--- config.mk ---
export PLATFORM = sky130hd
export DESIGN_NAME = pulse_train_tx
export DESIGN_NICKNAME = d
export VERILOG_FILES = /design/src/rtl/pulse_train_tx_pkg.sv /design/src/rtl/pulse_train_tx_interval_timer.sv /design/src/rtl/pulse_train_tx.sv
export SDC_FILE = /design/constraint.sdc
export NUM_CORES = 1
export LEC_CHECK = 0
export ABC_AREA = 1
export CORE_ASPECT_RATIO = 1.4
export CORE_MARGIN = 2
export CORE_UTILIZATION = 40
export DETAILED_ROUTE_END_ITERATION = 12
export PLACE_DENSITY = 0.63
export SLEW_MARGIN = 20
export SYNTH_ARGS = -nofsm -noshare
export SYNTH_HDL_FRONTEND = slang
export SYNTH_SLANG_ARGS = --single-unit
export TNS_END_PERCENT = 50
--- constraint.sdc ---
create_clock -name CLK -period 2.5 [get_ports CLK]
set_input_delay 0.625 -clock CLK [delete_from_list [all_inputs] [get_ports CLK]]
set_output_delay 0.625 -clock CLK [all_outputs]
set_load 0.1 [all_outputs]
--- src/rtl/pulse_train_tx_pkg.sv ---
// Shared definitions for the pulse-train transmitter: FSM encodings and the
// microsecond-to-cycle helper also used by the clock-divider blocks.
package pulse_train_tx_pkg;

  localparam logic [1:0] ST_IDLE = 2'd0;
  localparam logic [1:0] ST_ON   = 2'd1;
  localparam logic [1:0] ST_OFF  = 2'd2;
  localparam logic [1:0] ST_GAP  = 2'd3;

  function automatic int cycles_from_us(input int clock_speed_mhz, input int us);
    return clock_speed_mhz * us;
  endfunction

endpackage

--- src/rtl/pulse_train_tx_interval_timer.sv ---
// Loadable down-counter that stops at zero; EXPIRED is high while the count is zero.
module interval_timer #(
  parameter int W = 8
) (
  input  logic         CLK,
  input  logic         RST_N,
  input  logic         LOAD,
  input  logic [W-1:0] LOAD_VALUE,
  output logic         EXPIRED
);

  logic [W-1:0] count;

  always_ff @(posedge CLK or negedge RST_N) begin
    if (!RST_N) begin
      count <= '0;
    end else if (LOAD) begin
      count <= LOAD_VALUE;
    end else if (count != '0) begin
      count <= count - 1'b1;
    end
  end

  assign EXPIRED = (count == '0);

endmodule

--- src/rtl/pulse_train_tx.sv ---
// Emits DATA timed pulses on PULSE_OUT followed by a fixed low gap, with a
// start/ready/done handshake. All outputs come straight from flops.
module pulse_train_tx
  import pulse_train_tx_pkg::*;
#(
  parameter int CLOCK_SPEED_MHZ = 12,
  parameter int ON_US           = 200000,
  parameter int OFF_US          = 200000,
  parameter int GAP_US          = 1000000
) (
  input  logic       CLK,
  input  logic       RST_N,
  input  logic [7:0] DATA,
  input  logic       START,
  output logic       READY,
  output logic       BUSY,
  output logic       DONE,
  output logic       PULSE_OUT,
  output logic       PULSE_OUT_N
);

  localparam int ON_CYCLES  = cycles_from_us(CLOCK_SPEED_MHZ, ON_US);
  localparam int OFF_CYCLES = cycles_from_us(CLOCK_SPEED_MHZ, OFF_US);
  localparam int GAP_CYCLES = cycles_from_us(CLOCK_SPEED_MHZ, GAP_US);
  localparam int MAX_CYCLES = (ON_CYCLES > OFF_CYCLES)
                              ? ((ON_CYCLES > GAP_CYCLES) ? ON_CYCLES : GAP_CYCLES)
                              : ((OFF_CYCLES > GAP_CYCLES) ? OFF_CYCLES : GAP_CYCLES);
  localparam int TW = (MAX_CYCLES > 1) ? $clog2(MAX_CYCLES) : 1;

  localparam logic [TW-1:0] ON_LOAD  = TW'(ON_CYCLES - 1);
  localparam logic [TW-1:0] OFF_LOAD = TW'(OFF_CYCLES - 1);
  localparam logic [TW-1:0] GAP_LOAD = TW'(GAP_CYCLES - 1);

  logic [1:0]    state, state_nx;
  logic [7:0]    remaining, remaining_nx;
  logic [7:0]    remaining_dec;
  logic          pulse_nx, done_nx;
  logic          timer_load;
  logic [TW-1:0] timer_load_value;
  logic          timer_expired;

  interval_timer #(.W(TW)) u_timer (
    .CLK        (CLK),
    .RST_N      (RST_N),
    .LOAD       (timer_load),
    .LOAD_VALUE (timer_load_value),
    .EXPIRED    (timer_expired)
  );

  assign remaining_dec = remaining - 8'd1;

  always_comb begin
    state_nx         = state;
    remaining_nx     = remaining;
    pulse_nx         = PULSE_OUT;
    done_nx          = 1'b0;
    timer_load       = 1'b0;
    timer_load_value = '0;
    case (state)
      ST_IDLE: begin
        if (START) begin
          timer_load = 1'b1;
          if (DATA != 8'd0) begin
            remaining_nx     = DATA;
            timer_load_value = ON_LOAD;
            pulse_nx         = 1'b1;
            state_nx         = ST_ON;
          end else begin
            timer_load_value = GAP_LOAD;
            state_nx         = ST_GAP;
          end
        end
      end
      ST_ON: begin
        if (timer_expired) begin
          remaining_nx = remaining_dec;
          pulse_nx     = 1'b0;
          timer_load   = 1'b1;
          // The last pulse is followed by the gap instead of an inter-pulse low.
          if (remaining_dec == 8'd0) begin
            timer_load_value = GAP_LOAD;
            state_nx         = ST_GAP;
          end else begin
            timer_load_value = OFF_LOAD;
            state_nx         = ST_OFF;
          end
        end
      end
      ST_OFF: begin
        if (timer_expired) begin
          timer_load       = 1'b1;
          timer_load_value = ON_LOAD;
          pulse_nx         = 1'b1;
          state_nx         = ST_ON;
        end
      end
      default: begin
        if (timer_expired) begin
          done_nx  = 1'b1;
          state_nx = ST_IDLE;
        end
      end
    endcase
  end

  always_ff @(posedge CLK or negedge RST_N) begin
    if (!RST_N) begin
      state       <= ST_IDLE;
      remaining   <= 8'd0;
      READY       <= 1'b1;
      BUSY        <= 1'b0;
      DONE        <= 1'b0;
      PULSE_OUT   <= 1'b0;
      PULSE_OUT_N <= 1'b1;
    end else begin
      state       <= state_nx;
      remaining   <= remaining_nx;
      READY       <= (state_nx == ST_IDLE);
      BUSY        <= (state_nx != ST_IDLE);
      DONE        <= done_nx;
      PULSE_OUT   <= pulse_nx;
      PULSE_OUT_N <= ~pulse_nx;
    end
  end

  a_cycles_nonzero: assert property (@(posedge CLK)
    (ON_CYCLES >= 1) && (OFF_CYCLES >= 1) && (GAP_CYCLES >= 1))
    else $error("pulse_train_tx: ON/OFF/GAP cycle counts must each be at least 1");

endmodule

==> metrics.md <==
| Metric | Value |
|---|---|
| Cts repair resizes | 0 |
| Worst r2r src | u_timer.count[0]$_DFFE_PN0P_ |
| Worst hold path type | input pin to async pin |
| Max_cap viols | 0 |
| Logic gate share of total power | 3.4% |
| Area Growth Syn to Fin | 13.21% |
| Delay-heaviest family, CP | simple AND/OR/NAND/NOR gates |
| First-pass GRT wire length | 10120 um |
| Worst path max stage delay | 380 ps |
| Drt drc | 0 |
| WP data arrival | 2330 ps |
| Share of layout cells above drive strength 1 | 10.43% |
| Asr flop ratio synth | 100.0% |
| DRT antenna net count | 0 |
| Initial DRC count | 117 |
| Max Fclk | 460.5 MHz |
| Total number of vias | 2234 |
| Clock Pin Slew Worst Setup and Hold Paths | 80 ps |
| Core Footprint | 6168 um^2 |
| Post-synth EDFFs | 0 |
| Width of the die | 71.07 um |
| Unique cell type count in the Yosys netlist | 30 |
| GP Congestion | 0.8470 |
| LEAKAGE | 1.488 nW |
| Peak VDD IR | 310.5 uV |
| Final min period | 2172 ps |
| Synth top cells by count | nand2_1 (90), inv_1 (52), dfrtp_1 (37), nor2_1 (35), nand3_1 (28) |
| Post-Syn Nets | 367 |
| Total Wirelength | 5609 um |
| Ports | 16 |
| Worst-margin pin slew | 443.0 ps |
| Num Clock Sinks | 39 |
| Run status | finished, final reports clean |
| Routed len/inst | 12.58 um |
| Vias in the first global route | 2282 |
| CTS tree | built |
| R2r setup slk | 330 ps |
| Clk pwr share | 38.7% |
| Crit-path slowest cell | dfrtp_1 |
| Reg2reg end | u_timer.count[16]$_DFFE_PN0P_ |
| Most numerous cell in the Yosys netlist | nand2_1 |
| Vias per cell | 5.009 |
| Post-CTS Repair Setup Buffers | 0 |
| Synthesized area per cell | 7.217 um^2 |
| Setup_tns | 0 ps |
| Crit path kind | flip-flop to flip-flop |
| Die H | 97.89 um |
| Seq pwr share | 57.9% |
| Clock buffer depth | 2 |
| RSZ-0062 raised after global routing | no |
| Total Power | 1.089 mW |
| CP Cell Sequence | inv_1 -> ha_1 -> nand2_2 -> nor2_2 -> nand2_2 -> nor3_4 -> nand2_2 -> nand2_1 -> nand2_1 -> buf_4 -> nand3_1 -> a21oi_1 |
| Most used flip-flop cell after synthesis | dfrtp_1 |
| GRT Residual Overflow | 0 |
| Final Hold Viols | 0 |
| Post-DP HPWL | 4332 um |
| Largest net degree at the start of global routing | 18 |
| CP endpoint kind | flip-flop |
| NetSw | 246.7 uW |
| Required @ worst endpoint | 2660 ps |
| Cells after Synth | 349 |
| Layout Nets | 391 |
| Final std cells w/o fill | 446 |
| Clock latency on the worst-skew pair | 290 ps |
| Post-synthesis cell area | 2519 um^2 |
| Final setup fails | 0 |
| Initial core utilization | 40.83% |
| Worst-path fanout max | 12 |
| Post-synth top area cell | dfrtp_1 |
| GRT Total Usage | 18.07% |
| Fin crit share | 86.87% |
| DIE AREA | 6957 um^2 |
| Most frequent CP cell | nand2_2 |
| Rel. slew slack | 70.24% |
| Power Density | 382.0 nW/um^2 |
| Net switching fraction of the power | 22.66% |
| Worst hold margin | 192.4 ps |
| Post-synth top area share | 36.76% |
| Fillers | 624 |
| P_int | 842.4 uW |
| Root Buffer | clkbuf_8 |
| Clock Skew | 9.251 ps |
| Hold_buf cts | 0 |
| Synth top area cells | dfrtp_1 (37%), nand2_1 (13%), inv_1 (7.7%) |
| Flops & latches, synth | 39 |
| Sequential share of the synthesized area | 38.85% |
| Antenna violations before repair | 0 |
| Syn. warnings | 0 |
| N_diodes | 0 |
| Buffers added on ports | 15 |
| Buf/Inv on CP | 2 |
| Drt first pass iters | 4 |
| Placed insts | 438 |
| CP Launch Type | flip-flop |
| H-tree depth | 2 |
| Worst R2R Path Depth | 12 |
| Slew Limit Fails | 0 |
| Row Count | 34 |
| CTS Buf Count | 5 |
state kept, by name, summed over array words and instances, names as in the netlist:
signal         count
u_timer.count     24
PULSE_OUT_N        1
state              2
PULSE_OUT          1
DONE               1
remaining          8
BUSY               1
READY              1
power groups by stage:
| stage | logic (mW) | registers, mW | clock network [mW] |
|---|---|---|---|
| finish | 0.0374 | 0.630 | 0.421 |
| global route | 0.0433 | 0.630 | 0.473 |
| CTS | 0.0391 | 0.630 | 0.437 |
| detailed placement | 0.0390 | 0.643 | 0 |
| global placement | 0.0387 | 0.643 | 0 |
| floorplan | 0.00467 | 0.643 | 0 |
cell type report:
class / instances / area, um^2 / area share (%)
well taps: 72 / 90.09 / 3.159
repair buffers: 24 / 200.2 / 7.021
multi-input cells: 249 / 1295 / 45.41
flip-flops and latches: 39 / 978.4 / 34.31
clock buffers: 6 / 72.57 / 2.545
clock inverters: 2 / 12.51 / 0.4388
inverters: 54 / 202.7 / 7.108
routing by layer:
metal	wire, um	track usage, %
met5	0	0
met4	193	7.837
met3	121	3.302
met2	2867	30.48
met1	2427	22.35
logic make-up (layout without fill, tap and decap cells):
kind of cell    count (synthesis)  count (layout)  share of synthesized area, %
compound gates                 44              44                         10.04
xor+xnor                       19              19                         6.607
fa+ha+maj                       7               7                         3.477
buf+inv                        61              86                         9.737
flops                          39              39                         38.85
simple gates                  179             179                         31.30
through the flow:
stage / worst slack, ps / cell area, um^2 / utilization [%]
after detailed placement: 213.7 / 2766 / 44.85
final: 328.3 / 2851 / 46.23
after global routing: 56.41 / 2851 / 46.23
after floorplan: 560.2 / 2519 / -
after CTS: 307.3 / 2851 / 46.23
after global placement: 276.9 / 2766 / 44.85
worst max-delay path by stage:
stage,from,endpoint,depth (start not counted)
after floorplan,u_timer.count[0]$_DFFE_PN0P_,u_timer.count[11]$_DFFE_PN0P_,11
after global placement,START,remaining[5]$_DFFE_PN0P_,9
after detailed placement,START,u_timer.count[16]$_DFFE_PN0P_,7
after CTS,u_timer.count[0]$_DFFE_PN0P_,u_timer.count[16]$_DFFE_PN0P_,12
after global routing,u_timer.count[0]$_DFFE_PN0P_,u_timer.count[16]$_DFFE_PN0P_,12
final,u_timer.count[0]$_DFFE_PN0P_,u_timer.count[16]$_DFFE_PN0P_,12
cells in the final DEF (no fill, tap or decap), types with 2 or more instances in the layout:
master,n
inv_2,2
nor3_1,6
nor2_1,35
o211ai_1,8
nor2_2,4
clkdlybuf4s50_1,9
nand3_1,28
xor2_1,15
a21oi_1,18
o21ai_0,15
clkbuf_8,5
nand4_1,6
nand2_2,3
xnor2_1,4
dfrtp_1,37
ha_1,7
dfstp_2,2
nand2_1,90
buf_4,14
inv_1,52
(Power assumes the default switching activity.)
